File: config.mk
export PLATFORM = sky130hd
export DESIGN_NAME = ble_pkt_deframer
export DESIGN_NICKNAME = d
export VERILOG_FILES = /design/src/rtl/ble_pkt_deframer.sv
export SDC_FILE = /design/constraint.sdc
export NUM_CORES = 1
export LEC_CHECK = 0
export CAP_MARGIN = 20
export CORE_ASPECT_RATIO = 1.5
export CORE_MARGIN = 2
export CORE_UTILIZATION = 45
export CTS_CLUSTER_DIAMETER = 50
export DETAILED_ROUTE_END_ITERATION = 16
export PLACE_DENSITY = 0.6
export SETUP_SLACK_MARGIN = 0.02
export SYNTH_ARGS = -nofsm -noshare
export SYNTH_HDL_FRONTEND = slang
export SYNTH_SLANG_ARGS = --single-unit
File: constraint.sdc
create_clock -name clk -period 4.2 [get_ports clk]
set_clock_uncertainty 0.05 [all_clocks]
set_input_delay 1.26 -clock clk [delete_from_list [all_inputs] [get_ports clk]]
set_output_delay 1.26 -clock clk [all_outputs]
set_load 0.02 [all_outputs]
File: src/rtl/ble_pkt_deframer.sv
// BLE packet deframer: access-address search, PDU de-whitening, byte assembly and CRC-24 check.
// Latency: byte_valid one clk after the 8th bit of a byte; pkt_start one clk after the AA-completing bit;
// pkt_end/crc_ok/len_err one clk after the final CRC bit (or the length byte on abort).
// Backpressure: none; the block follows the CDR symbol strobe and has no ready input.
//
// Ports: clk/resetn (async active-low); en forces IDLE; demod_symbol/demod_symbol_clk/preamble_detected
// from the CDR; channel seeds the de-whitener; byte_data/byte_valid carry the header, length and
// payload bytes; pkt_start/pkt_end/crc_ok/len_err/pkt_len report packet status; busy = not IDLE.
// Optional feature macro: DEFRAMER_AA_ERRTOL_EN (access address match tolerates one bit error).
module ble_pkt_deframer #(
  parameter logic [31:0] ACCESS_ADDR = 32'h8E89BED6,
  parameter logic [23:0] CRC_INIT    = 24'h555555,
  parameter int unsigned MAX_LEN     = 37,
  parameter int unsigned AA_TIMEOUT  = 64
) (
  input  logic       clk,
  input  logic       resetn,
  input  logic       en,
  input  logic       demod_symbol,
  input  logic       demod_symbol_clk,
  input  logic       preamble_detected,
  input  logic [5:0] channel,
  output logic [7:0] byte_data,
  output logic       byte_valid,
  output logic       pkt_start,
  output logic       pkt_end,
  output logic       crc_ok,
  output logic       len_err,
  output logic [7:0] pkt_len,
  output logic       busy
);

  localparam logic [7:0] MAX_LEN_B  = 8'(MAX_LEN);
  localparam logic [7:0] AA_TO_LAST = 8'(AA_TIMEOUT - 1);

  typedef enum logic [2:0] {S_IDLE, S_AA, S_HDR, S_PAY, S_CRC, S_DONE, S_ABORT} state_t;

  state_t      state_q, state_d;
  logic        sclk_q, pre_q;
  logic [31:0] aa_q, aa_d;
  logic [7:0]  to_cnt_q, to_cnt_d;
  logic [10:0] bit_cnt_q, bit_cnt_d;
  logic [6:0]  lfsr_q, lfsr_d;
  logic [23:0] crc_q, crc_d;
  logic        crc_err_q, crc_err_d;
  logic [7:0]  sr_q, sr_d;
  logic [7:0]  byte_data_q, byte_data_d;
  logic        byte_valid_q, byte_valid_d;
  logic        pkt_start_q, pkt_start_d;
  logic [7:0]  pkt_len_q, pkt_len_d;

  // Strobe and preamble edge detection; a disabled block ignores strobes entirely.
  logic        sym_stb, adv, pre_rise;
  logic        din, crc_fb, aa_hit, pay_last;
  logic [31:0] aa_shift;
  logic [7:0]  new_byte;
  logic [6:0]  lfsr_step;
  logic [23:0] crc_step;

  assign sym_stb   = demod_symbol_clk & ~sclk_q;
  assign adv       = sym_stb & en;
  assign pre_rise  = preamble_detected & ~pre_q;
  assign din       = demod_symbol ^ lfsr_q[0];
  assign aa_shift  = {demod_symbol, aa_q[31:1]};
  assign new_byte  = {din, sr_q[7:1]};
  assign lfsr_step = {lfsr_q[0], lfsr_q[6:5], lfsr_q[4] ^ lfsr_q[0], lfsr_q[3:1]};
  assign crc_fb    = crc_q[23] ^ din;
  assign crc_step  = {crc_q[22:0], 1'b0} ^ (crc_fb ? 24'h00065B : 24'h000000);
  // PAYLOAD is only entered with pkt_len >= 1, so 8*len-1 = {len-1, 3'b111}.
  assign pay_last  = (bit_cnt_q == {pkt_len_q - 8'd1, 3'b111});

`ifdef DEFRAMER_AA_ERRTOL_EN
  logic [31:0] aa_diff;
  logic [5:0]  aa_dist;
  always_comb begin
    aa_diff = aa_shift ^ ACCESS_ADDR;
    aa_dist = '0;
    for (int i = 0; i < 32; i++) aa_dist = aa_dist + {5'd0, aa_diff[i]};
    aa_hit = (aa_dist <= 6'd1);
  end
`else
  assign aa_hit = (aa_shift == ACCESS_ADDR);
`endif

  // State register and datapath flops.
  always_ff @(posedge clk or negedge resetn) begin
    if (!resetn) begin
      state_q      <= S_IDLE;
      sclk_q       <= 1'b0;
      pre_q        <= 1'b0;
      aa_q         <= '0;
      to_cnt_q     <= '0;
      bit_cnt_q    <= '0;
      lfsr_q       <= '0;
      crc_q        <= '0;
      crc_err_q    <= 1'b0;
      sr_q         <= '0;
      byte_data_q  <= '0;
      byte_valid_q <= 1'b0;
      pkt_start_q  <= 1'b0;
      pkt_len_q    <= '0;
    end else begin
      state_q      <= state_d;
      sclk_q       <= demod_symbol_clk;
      pre_q        <= preamble_detected;
      aa_q         <= aa_d;
      to_cnt_q     <= to_cnt_d;
      bit_cnt_q    <= bit_cnt_d;
      lfsr_q       <= lfsr_d;
      crc_q        <= crc_d;
      crc_err_q    <= crc_err_d;
      sr_q         <= sr_d;
      byte_data_q  <= byte_data_d;
      byte_valid_q <= byte_valid_d;
      pkt_start_q  <= pkt_start_d;
      pkt_len_q    <= pkt_len_d;
    end
  end

  // Next-state logic.
  always_comb begin
    state_d = state_q;
    if (!en) begin
      state_d = S_IDLE;
    end else begin
      case (state_q)
        S_IDLE:  if (pre_rise) state_d = S_AA;
        S_AA: begin
          if (adv) begin
            if (aa_hit)                     state_d = S_HDR;
            else if (to_cnt_q == AA_TO_LAST) state_d = S_IDLE;
          end
        end
        S_HDR: begin
          if (adv && bit_cnt_q == 11'd15) begin
            if (new_byte == 8'd0)           state_d = S_CRC;
            else if (new_byte > MAX_LEN_B)  state_d = S_ABORT;
            else                            state_d = S_PAY;
          end
        end
        S_PAY:   if (adv && pay_last) state_d = S_CRC;
        S_CRC:   if (adv && bit_cnt_q[4:0] == 5'd23) state_d = S_DONE;
        S_DONE:  state_d = S_IDLE;
        S_ABORT: state_d = S_IDLE;
        default: state_d = S_IDLE;
      endcase
    end
  end

  // Datapath updates; everything advances only on an enabled symbol strobe.
  always_comb begin
    aa_d         = aa_q;
    to_cnt_d     = to_cnt_q;
    bit_cnt_d    = bit_cnt_q;
    lfsr_d       = lfsr_q;
    crc_d        = crc_q;
    crc_err_d    = crc_err_q;
    sr_d         = sr_q;
    byte_data_d  = byte_data_q;
    byte_valid_d = 1'b0;
    pkt_start_d  = 1'b0;
    pkt_len_d    = pkt_len_q;
    case (state_q)
      S_IDLE: begin
        if (pre_rise) begin
          aa_d     = '0;
          to_cnt_d = '0;
        end
      end
      S_AA: begin
        if (adv) begin
          aa_d     = aa_shift;
          to_cnt_d = to_cnt_q + 8'd1;
          if (aa_hit) begin
            pkt_start_d = 1'b1;
            lfsr_d      = {1'b1, channel};
            crc_d       = CRC_INIT;
            crc_err_d   = 1'b0;
            bit_cnt_d   = '0;
            sr_d        = '0;
          end
        end
      end
      S_HDR, S_PAY: begin
        if (adv) begin
          lfsr_d    = lfsr_step;
          crc_d     = crc_step;
          sr_d      = new_byte;
          bit_cnt_d = bit_cnt_q + 11'd1;
          if (bit_cnt_q[2:0] == 3'd7) begin
            byte_valid_d = 1'b1;
            byte_data_d  = new_byte;
          end
          if (state_q == S_HDR && bit_cnt_q == 11'd15) begin
            pkt_len_d = new_byte;
            bit_cnt_d = '0;
          end
          if (state_q == S_PAY && pay_last) bit_cnt_d = '0;
        end
      end
      S_CRC: begin
        // CRC register is frozen; received bits are compared MSB first.
        if (adv) begin
          lfsr_d    = lfsr_step;
          bit_cnt_d = bit_cnt_q + 11'd1;
          if (din != crc_q[5'd23 - bit_cnt_q[4:0]]) crc_err_d = 1'b1;
        end
      end
      default: ;
    endcase
  end

  // Output logic.
  always_comb begin
    pkt_end = (state_q == S_DONE) || (state_q == S_ABORT);
    crc_ok  = (state_q == S_DONE) && !crc_err_q;
    len_err = (state_q == S_ABORT);
    busy    = (state_q != S_IDLE);
  end

  assign byte_data  = byte_data_q;
  assign byte_valid = byte_valid_q;
  assign pkt_start  = pkt_start_q;
  assign pkt_len    = pkt_len_q;

endmodule

==> run metrics <==
family with the most delay on the worst path buffers and inverters; final hold violations 0; Global Route Usage Sum 19.3%; Post-route DRC 0; largest cells by area after synthesis dfrtp_1 51%, nand2_1 9.9%, nand3_1 4.6%; antenna cell count 0; root buffer cell clkbuf_16; post-CTS sizing 0; Rows 49; fin. max-slew vios 0; Leak between 0.003 and 0.004 uW; unrepaired setup endpoints after global routing false; clock sink count roughly 110; Layout fillers around 1.1k; multi-input logic area approximately 2500 um^2; DRT antenna net count 0; drt wl/cell approximately 16 um; CTS max path bufs 2; core area around 12000 um^2; synthesized area ~5500 um^2; most frequent cells in the layout 145 x nand2_1, 112 x dfrtp_1, 51 x nand3_1, 36 x nor2_1, 32 x clkdlybuf4s50_1; slowest CP cell clkdlybuf4s50_1; crit path launch type flop; largest net degree at the start of global routing roughly 60; Num CTS Buffers 9; most common cell after layout, fill and taps aside nand2_1; data required time of the worst path 2890 ps; Max Cap Viol 0; share of cells above drive strength 1 8.02%; register area share after synthesis between 50% and 60%; routed vias between 4k and 5k; Crit Path Class reg -> out; Distinct cells, synth 53; top fanout value on the critical path 9; relative slew slack roughly 43%; Post-DP HPWL around 8000 um; number of global-route vias before repair 4111; Power Dens Cells 348 nW/um^2; CTS tree done; TNS Setup 0 ps; crit share post-route roughly four fifths; outcome completed; I/O pins 34; DRT iter0 DRCs between 200 and 300; initial antenna violation count 0; Post-CTS Setup Bufs 0; syn nets between 600 and 700; YS warnings 0; Worst Path Buf+Inv 1; total grt overflow 0; IO Port Bufs 33; Gate Count Post-Synth between 500 and 600; Seq cells post-synth 112; later-pin clock latency in the skew report between 300 and 400 ps; height of the die around 140 um; first-pass GRT wire length ~20000 um; fin nets about 620; minimum clock period 3440 ps; worst slew pin tran approximately 850 ps; fraction of registers with async set/reset 100%; HP Class reg -> reg; max incr delay on CP roughly 680 ps; Avg Cell Area, Syn between 9 and 10 um^2; Routed Wire Length approximately 12000 um; Seq. cell area 2800 um^2; peak supply drop between 0.2 and 0.3 mV; Top FF cell, synth dfrtp_1; die area approximately 13000 um^2; die width around 94 um; area share of the largest cell type after synthesis about half; DRT Pass-1 Iters 4; H-tree Lvls 3; Pwr Total 2170 uW; global placement routability congestion ~0.8; cell chain of the critical path nand2b_1 > nor3b_1 > clkdlybuf4s50_1; leading area contributor after synthesis dfrtp_1; number of synthesized flops with an enable pin 0; starting density of the core a little under half; vias per inst between 5 and 6; type of element capturing the critical path output pin; crit path DAT 2130 ps; Worst-path clk slew 80 ps; Max Freq 290 MHz; final setup violating endpoints 0; Layout area overhead 13.4%; hold-fix buffer count after cts 0
==> registers in the layout (all words and copies together), names as in the netlist <==
register,cells
aa_q,31
crc_q,24
bit_cnt_q,11
byte_data,8
pkt_len,8
to_cnt_q,8
lfsr_q,7
sr_q,7
state_q,3
byte_valid,1
crc_err_q,1
pkt_start,1
pre_q,1
sclk_q,1
==> metal layers <==
metal	share of wire, %	GRT usage [%]	up-vias
met5	0	0	-
met4	1.0	5.49	0
met3	2.2	2.82	8
met2	53	33.6	48
met1	44	24.7	2081
li1	-	-	2043
==> final timing paths <==
check / startpoint / to / slack (ps) / cells past startpoint
min reg2reg: byte_data[2] / byte_data[2] / 430 / 2
max reg2reg: pkt_len[2] / bit_cnt_q[4] / 1020 / 8
max in group asynchronous: resetn / bit_cnt_q[3] / 2410 / 2
max: state_q[0] / crc_ok / 760 / 3
min: byte_data[2] / byte_data[2] / 430 / 2
min in group asynchronous: resetn / crc_q[11] / 930 / 1
==> kinds of logic after synthesis <==
group	count (synthesis)	synth area share, %
xor+xnor	25	3.98
flops	112	50.9
compound gates	74	8.66
simple gates	300	25.3
fa+ha+maj	6	1.36
mux	23	5.96
buf+inv	48	3.82
==> synth_stat cells, drive strengths merged (8+ instances only) <==
cell type,instances
nand2,145
dfrtp,112
nand3,51
nor2,37
o21ai,28
clkbuf,22
xor2,15
buf,13
a21oi,12
inv,12
xnor2,10
a22o,9
nand4,9
mux2,8
mux2i,8
nor2b,8
nor3,8
or3,8
==> final cells by class <==
type	count	share of cell area, %
clock buffers	9	3.61
clock inverters	7	1.14
inverters	13	0.782
multi-input cells	428	40.0
flip-flops and latches	112	44.9
well taps	153	3.07
repair buffers	42	6.53
==> power breakdown <==
| group | switching [uW] | internal (uW) |
|---|---|---|
| clock | 433 | 422 |
| combinational | 120 | 67.2 |
| sequential | 30.1 | 1100 |
| total | 582 | 1590 |
==> worst register-to-register path, delay by kind of cell, from the launching register on <==
family / cells / cell delay, ps
buffers and inverters: 1 / 200
AO/OA/AOI/OAI: 4 / 1290
AND/OR/NAND/NOR: 3 / 1040
flip-flops: 1 / 500
==> stage by stage <==
| step | util, % | worst slack, ps | std cells | hold slack (ps) | cell area (um^2) |
|---|---|---|---|---|---|
| final | 52.2 | 757 | 764 | 429 | 6240 |
| after detailed placement | 49.7 | 533 | 748 | 412 | 5950 |
| after floorplan | - | 1150 | 588 | 402 | 5500 |
| after global placement | 49.7 | 572 | 748 | 410 | 5950 |
| after CTS | 52.2 | 780 | 764 | 433 | 6240 |
| after global routing | 52.2 | 710 | 764 | 463 | 6240 |
(Power assumes the default switching activity.)
